<file path="src/rtl/clock_set_ctrl.sv">
// Time-set sequencer: turns debounced hour/minute/fast-set buttons into select levels and set strobes.
// Optional build macro CLOCK_SET_AUTO_ACCEL_EN enables automatic acceleration after ACCEL_STEPS slow steps.
module clock_set_ctrl #(
  parameter int unsigned ACCEL_STEPS = 4
) (
  input  logic       i_clk,
  input  logic       i_reset_n,
  input  logic       i_slow_set_stb,
  input  logic       i_fast_set_stb,
  input  logic       i_set_hours,
  input  logic       i_set_minutes,
  input  logic       i_fast_set,
  output logic       o_set_hours,
  output logic       o_set_minutes,
  output logic       o_set_stb,
  output logic       o_fast_active,
  output logic [2:0] o_state
);

  typedef enum logic [2:0] {
    IDLE    = 3'd0,
    HOURS   = 3'd1,
    MINUTES = 3'd2,
    CLEAR   = 3'd3,
    RELEASE = 3'd4
  } state_t;

  if (ACCEL_STEPS < 1 || ACCEL_STEPS > 255) begin : g_bad_accel_steps
    $error("clock_set_ctrl: ACCEL_STEPS must be in 1..255");
  end

  state_t state;
  state_t next_state;
  logic   fast_q;
  logic   entry_pending;
  logic   set_hours_q;
  logic   set_minutes_q;
  logic   set_stb_q;
  logic   setting;
  logic   next_setting;
  logic   state_hold;
  logic   fast_active;
  logic   repeat_stb;
  logic   stb_next;

  assign setting      = (state == HOURS) || (state == MINUTES) || (state == CLEAR);
  assign next_setting = (next_state == HOURS) || (next_state == MINUTES) || (next_state == CLEAR);
  assign state_hold   = (next_state == state);
  assign repeat_stb   = fast_active ? i_fast_set_stb : i_slow_set_stb;
  // The entry step and a coincident repeat strobe collapse into a single pulse.
  assign stb_next     = setting && state_hold && (entry_pending || repeat_stb);

`ifdef CLOCK_SET_AUTO_ACCEL_EN
  localparam int CW = $clog2(ACCEL_STEPS + 1);
  localparam logic [CW-1:0] CNT_MAX = CW'(ACCEL_STEPS);

  logic [CW-1:0] step_cnt;
  logic          auto_fast;

  assign auto_fast   = (step_cnt == CNT_MAX) && ((state == HOURS) || (state == MINUTES));
  assign fast_active = fast_q | auto_fast;

  // Only genuine slow-rate repeats count toward acceleration, not the entry step.
  always_ff @(posedge i_clk or negedge i_reset_n) begin
    if (!i_reset_n) begin
      step_cnt <= '0;
    end else if (!state_hold) begin
      step_cnt <= '0;
    end else if (setting && !entry_pending && !fast_active && i_slow_set_stb &&
                 (step_cnt != CNT_MAX)) begin
      step_cnt <= step_cnt + 1'b1;
    end
  end
`else
  assign fast_active = fast_q;
`endif

  always_comb begin
    next_state = state;
    unique case (state)
      IDLE: begin
        if (i_set_hours && i_set_minutes) next_state = CLEAR;
        else if (i_set_hours)             next_state = HOURS;
        else if (i_set_minutes)           next_state = MINUTES;
      end
      HOURS: begin
        if (i_set_hours && i_set_minutes) next_state = CLEAR;
        else if (i_set_minutes)           next_state = MINUTES;
        else if (!i_set_hours)            next_state = IDLE;
      end
      MINUTES: begin
        if (i_set_hours && i_set_minutes) next_state = CLEAR;
        else if (i_set_hours)             next_state = HOURS;
        else if (!i_set_minutes)          next_state = IDLE;
      end
      CLEAR: begin
        if (!(i_set_hours && i_set_minutes)) next_state = RELEASE;
      end
      RELEASE: begin
        if (!i_set_hours && !i_set_minutes) next_state = IDLE;
      end
      default: next_state = IDLE;
    endcase
  end

  // Select levels are registered from next_state so they move on the same edge as the state.
  always_ff @(posedge i_clk or negedge i_reset_n) begin
    if (!i_reset_n) begin
      state         <= IDLE;
      fast_q        <= 1'b0;
      entry_pending <= 1'b0;
      set_hours_q   <= 1'b0;
      set_minutes_q <= 1'b0;
      set_stb_q     <= 1'b0;
    end else begin
      state         <= next_state;
      fast_q        <= i_fast_set;
      entry_pending <= next_setting && !state_hold;
      set_hours_q   <= (next_state == HOURS) || (next_state == CLEAR);
      set_minutes_q <= (next_state == MINUTES) || (next_state == CLEAR);
      set_stb_q     <= stb_next;
    end
  end

  assign o_set_hours   = set_hours_q;
  assign o_set_minutes = set_minutes_q;
  assign o_set_stb     = set_stb_q;
  assign o_fast_active = fast_active;
  assign o_state       = state;

endmodule

</file>
<file path="config.mk">
export PLATFORM = sky130hd
export DESIGN_NAME = clock_set_ctrl
export DESIGN_NICKNAME = d
export VERILOG_FILES = /design/src/rtl/clock_set_ctrl.sv
export SDC_FILE = /design/constraint.sdc
export NUM_CORES = 1
export LEC_CHECK = 0
export CORE_AREA = 2 2 39 41
export CTS_BUF_LIST = sky130_fd_sc_hd__clkbuf_8
export CTS_CLUSTER_SIZE = 28
export DETAILED_ROUTE_END_ITERATION = 7
export DIE_AREA = 0 0 41 43
export HOLD_SLACK_MARGIN = 0.05
export SLEW_MARGIN = 20
export SYNTH_ARGS = -nofsm -noshare
export SYNTH_HDL_FRONTEND = slang
export SYNTH_SLANG_ARGS = --single-unit
export TNS_END_PERCENT = 100
</file>
<file path="constraint.sdc">
create_clock -name i_clk -period 2.1 [get_ports i_clk]
set_input_delay 0.42 -clock i_clk [delete_from_list [all_inputs] [get_ports i_clk]]
set_output_delay 0.42 -clock i_clk [all_outputs]
set_load 0.02 [all_outputs]
</file>
# == After elaboration in Yosys (flattened, before gate mapping) ==
# Cells that the tools add are included.
# op_classes
n_eq_ne,8
mux,13
n_reduce_logical,16
# ops
op,n
3-bit two-way mux,11
3-bit case mux with 5 select lines,1
3-bit by 2-bit == test with 1-bit output (second input constant),4
1-bit logical OR,7
3-bit by 1-bit == test with 1-bit output (second input constant),2
1-bit logical AND,5
3-bit == test,1
3-bit == test (second input constant),1
1-bit zero test,3
3-bit zero test,1
1-bit two-way mux,1
# totals
register_bits,8
in_bits,7
word_cells,43

# == Logic depth before layout (Yosys ltp) ==
# logic_depth
word_depth,8
depth_mapped,3
depth_no_buf,3

# == Least setup slack after synthesis ==
# OpenSTA, ideal clock, no wires.
# synth_timing
path_kind,reg-to-reg
start,register state[0] (netlist: o_state[0])
end,register state[2] (netlist: o_state[2])
arrival_ns,0.974
required_time_ns,2.035
slack_ns,1.061
path_stages_with_launch,4
cell_sequence,dfrtp_1 > nand2_1 > a211o_2 > nand2_1
# synth_via
elab_chain_cells,2
word_cells_on_any_way,6
# synth_rtl
item,line_no,text
"start, declared",32,state_t state;
"start signal, assigned",116,state <= next_state;
3-bit == test (tied with other cells),80,unique case (state)
3-bit case mux with 5 select lines *,80,
named net next_state[2],33,state_t next_state;
# Mark *: on every way through the listed nets, which the timed path passes. The rest lies on a longest branch.

# == Final worst setup path ==
# layout_timing
start,register state[2] (netlist: o_state[2])
end,output port o_state[2]
# layout_lines
item,line_no,text
"end, declared",17,output logic [2:0] o_state
# No word-level cell between the ends.

==> summary.md <==
| Metric | Value |
|---|---|
| Result of the run | `finished clean` |
| Number of H-tree branching levels | `1` |
| CTS hold repair buffers | `0` |
| Wire length after detailed routing | `between 600 and 700 um` |
| Hold slack final | `about 0.48 ns` |
| Via count of the first global-routing pass | `between 200 and 300` |
| Worst stage delay on the critical path | `approximately 0.66 ns` |
| Cell Int Power | `about 0.00035 W` |
| Slack of the worst reg-to-reg path | `roughly 1.1 ns` |
| Switching portion of total power | `0.245` |
| Post CTS Setup Buffer Count | `0` |
| Worst-Skew Late Latency | `~0.22 ns` |
| Number of buffers on the longest clock path | `2` |
| EDFF count, synth | `0` |
| Number of vias after detailed routing | `~280` |
| Number of nets in the finished design | `53` |
| Library cell contributing the largest single delay on the critical path | `clkdlybuf4s50_1` |
| Final critical-path share of the clock period | `0.847` |
| # diodes | `0` |
| Area after DPL | `approximately 480 sq um` |
| Final setup TNS | `0 ns` |
| Synthesized area per cell | `~12 sq um` |
| Total number of placement rows | `14` |
| Clock tree from TritonCTS | `done` |
| Fraction of power consumed by combinational cells | `0.206` |
| Peak fanout along the critical path | `9` |
| Share of cells above drive strength 1 | `0.0909` |
| TritonRoute pass-1 iters | `2` |
| Summed instance area of the synthesized netlist | `~350 sq um` |
| Kind of launch point of the worst setup path | `register` |
| Starting Density | `0.250` |
| Count of fill cells added during filler insertion | `approximately 150` |
| Antenna violations before repair | `0` |
| Worst voltage drop across the vdd grid | `0.328 mV` |
| Ys flop type | `dfrtp_1` |
| Buffering stage count on the worst path with inverters included | `1` |
| Worst Setup Path Type | `register to output pin` |
| Met1 WL | `approximately 280 um` |
| Warning count from the yosys run | `0` |
| Die Height | `around 43 um` |
| Instance count of the mapped netlist | `29` |
| Async SR Flop Fraction | `1.00` |
| Routed wire length on met2 | `between 300 and 400 um` |
| Kind of end point of the critical path | `output pin` |
| FMAX | `about 560 MHz` |
| Tmin final | `about 1.8 ns` |
| Reported max-cap violation count | `0` |
| Detailed Route Iter0 Violations | `7` |
| Post-synth cell types | `15` |
| Setup repair after global routing missed its margin | `no` |
| Dominant cells by area after synthesis | `dfrtp_1, nor3b_1, buf_8` |
| Post-detailed-route count of antenna-violating nets | `0` |
| Total overflow reported by the global router | `0` |
| Number of clock buffers inserted by TritonCTS | `3` |
| Max-slew headroom at the worst pin | `0.757` |
| Tightest Pin Transition | `roughly 0.36 ns` |
| Largest net degree at the start of global routing | `10` |
| Worst reg2reg path startpoint | `o_state[0]` |
| Area of the die | `1760 sq um` |
| Pins Over Slew Limit | `0` |
| Final non-filler cell total | `60` |
| Seq pwr share | `0.410` |
| Family of cells with the greatest summed delay on the critical path | `buffers and inverters` |
| Wire length of the first global-routing pass | `approximately 1000 um` |
| Final design area excluding fillers | `522 sq um` |
| Top routing layer in use | `met4` |
| Root Driver | `clkbuf_8` |
| Worst reg2reg endpoint | `o_set_stb` |
| Power per cell area | `883 nW/um^2` |
| Routed wire length on met3 | `roughly 48 um` |
| Launching instance or port of the critical path | `o_state[2]` |
| Clock sinks | `8` |
| Count of placed standard cells including taps | `57` |
| Cell with the most instances after synthesis | `dfrtp_1` |
| Leakage power summed over all cells | `0.217 nW` |
| Overall routing resource usage | `0.0881` |
| Area growth syn-to-layout | `51.1%` |
| Floorplan Core Area | `approximately 1400 sq um` |
| Gates resized, CTS repair | `0` |
| Final weighted congestion of routability-driven global placement | `roughly 0.71` |
| Area leader, netlist | `dfrtp_1` |
| Mean number of vias per cell | `roughly 4.6` |
| Post-CTS clock slew at the launch and capture registers of the worst setup and hold paths | `roughly 0.04 ns` |
| Endpoint required time on the critical path | `1.68 ns` |
| Drt drc | `0` |
| CP arrival | `1.36 ns` |
| Wire per inst | `11.5 um` |
| Net count of the mapped netlist | `36` |
| IO Port Bufs | `13` |
| Switch Pwr | `about 0.00011 W` |
| Reg2reg path depth | `3` |
| Die boundary width | `roughly 41 um` |
| Synthesis-stage register bit count | `8` |
| Clk pwr share | `0.384` |
| Leading cell types by count after synthesis | `dfrtp_1, nor3b_1, nor2_1` |
| CP Cell Sequence | `clkdlybuf4s50_1` |
| Hold violation total from the final report | `0` |
| Final setup vio count | `0` |
| Top-level port count | `14` |
| Share of Yosys cell area claimed by the top area cell type | `0.580` |
| Hold/Removal Path Class | `input port to async pin` |
| Share of synthesized area occupied by flip-flops and latches | `0.580` |
| Final setup skew | `between 0.002 and 0.0025 ns` |
-- cell families (layout without fill, tap and decap cells) --
logic type / Yosys count / in the layout / share of synthesized area
xor+xnor: 1 / 1 / 0.0254
compound gates: 5 / 5 / 0.105
flops: 8 / 8 / 0.580
simple gates: 14 / 14 / 0.246
buf+inv: 1 / 16 / 0.0435
-- sequential cells by signal (all words and copies together) (netlist names) --
name / flops
o_set_hours: 1
o_set_minutes: 1
o_set_stb: 1
o_fast_active: 1
entry_pending: 1
o_state: 3
-- power groups by stage --
stage	logic [W]	registers, W	clock network, W
final	0.0000949	0.000189	0.000177
after global routing	0.000102	0.000193	0.000189
after CTS	0.0000967	0.000189	0.000181
after detailed placement	0.0000964	0.000191	0
after global placement	0.0000956	0.000190	0
after floorplan	0.0000360	0.000205	0
-- placed cells by master (no fill, tap or decap), drive strengths merged --
cell type / instances
nor2b: 1
a21oi: 1
nand2: 2
nor3: 1
a211oi: 1
a211o: 1
nor2: 3
clkbuf: 3
and4bb: 1
a31oi: 1
clkdlybuf4s50: 13
nor3b: 4
o211ai: 1
dfrtp: 8
xnor2: 1
nand2b: 2
-- stage by stage --
step	setup WS (ns)	utilization	power [W]
6_report	0.321	0.377	0.000461
5_1_grt	0.249	0.377	0.000484
4_1_cts	0.315	0.377	0.000466
3_5_place_dp	0.481	0.347	0.000287
3_3_place_gp	0.475	0.347	0.000286
2_1_floorplan	1.06	-	0.000241
-- routing by layer --
layer,vias to the layer above,global-route usage
met5,-,0
met2,8,0.141
li1,133,-
met3,2,0.0314
met1,134,0.0894
met4,0,0.0600
-- how the worst max path moves through the flow --
stage	endpoint	slack (ns)	cells after the start
after floorplan	o_state[2]	1.06	3
final	o_state[2]	0.32	1
after CTS	o_state[2]	0.32	1
after detailed placement	o_set_stb	0.48	4
after global routing	o_state[2]	0.25	1
after global placement	o_set_stb	0.48	4
-- cell type report --
cell class / count / area (sq um) / area share
multi-input combinational: 20 / 130 / 0.249
clock buffer: 3 / 41.3 / 0.0791
tap: 16 / 20.0 / 0.0384
timing repair buffer: 13 / 130 / 0.249
sequential: 8 / 200 / 0.384
(Power assumes the default switching activity.)
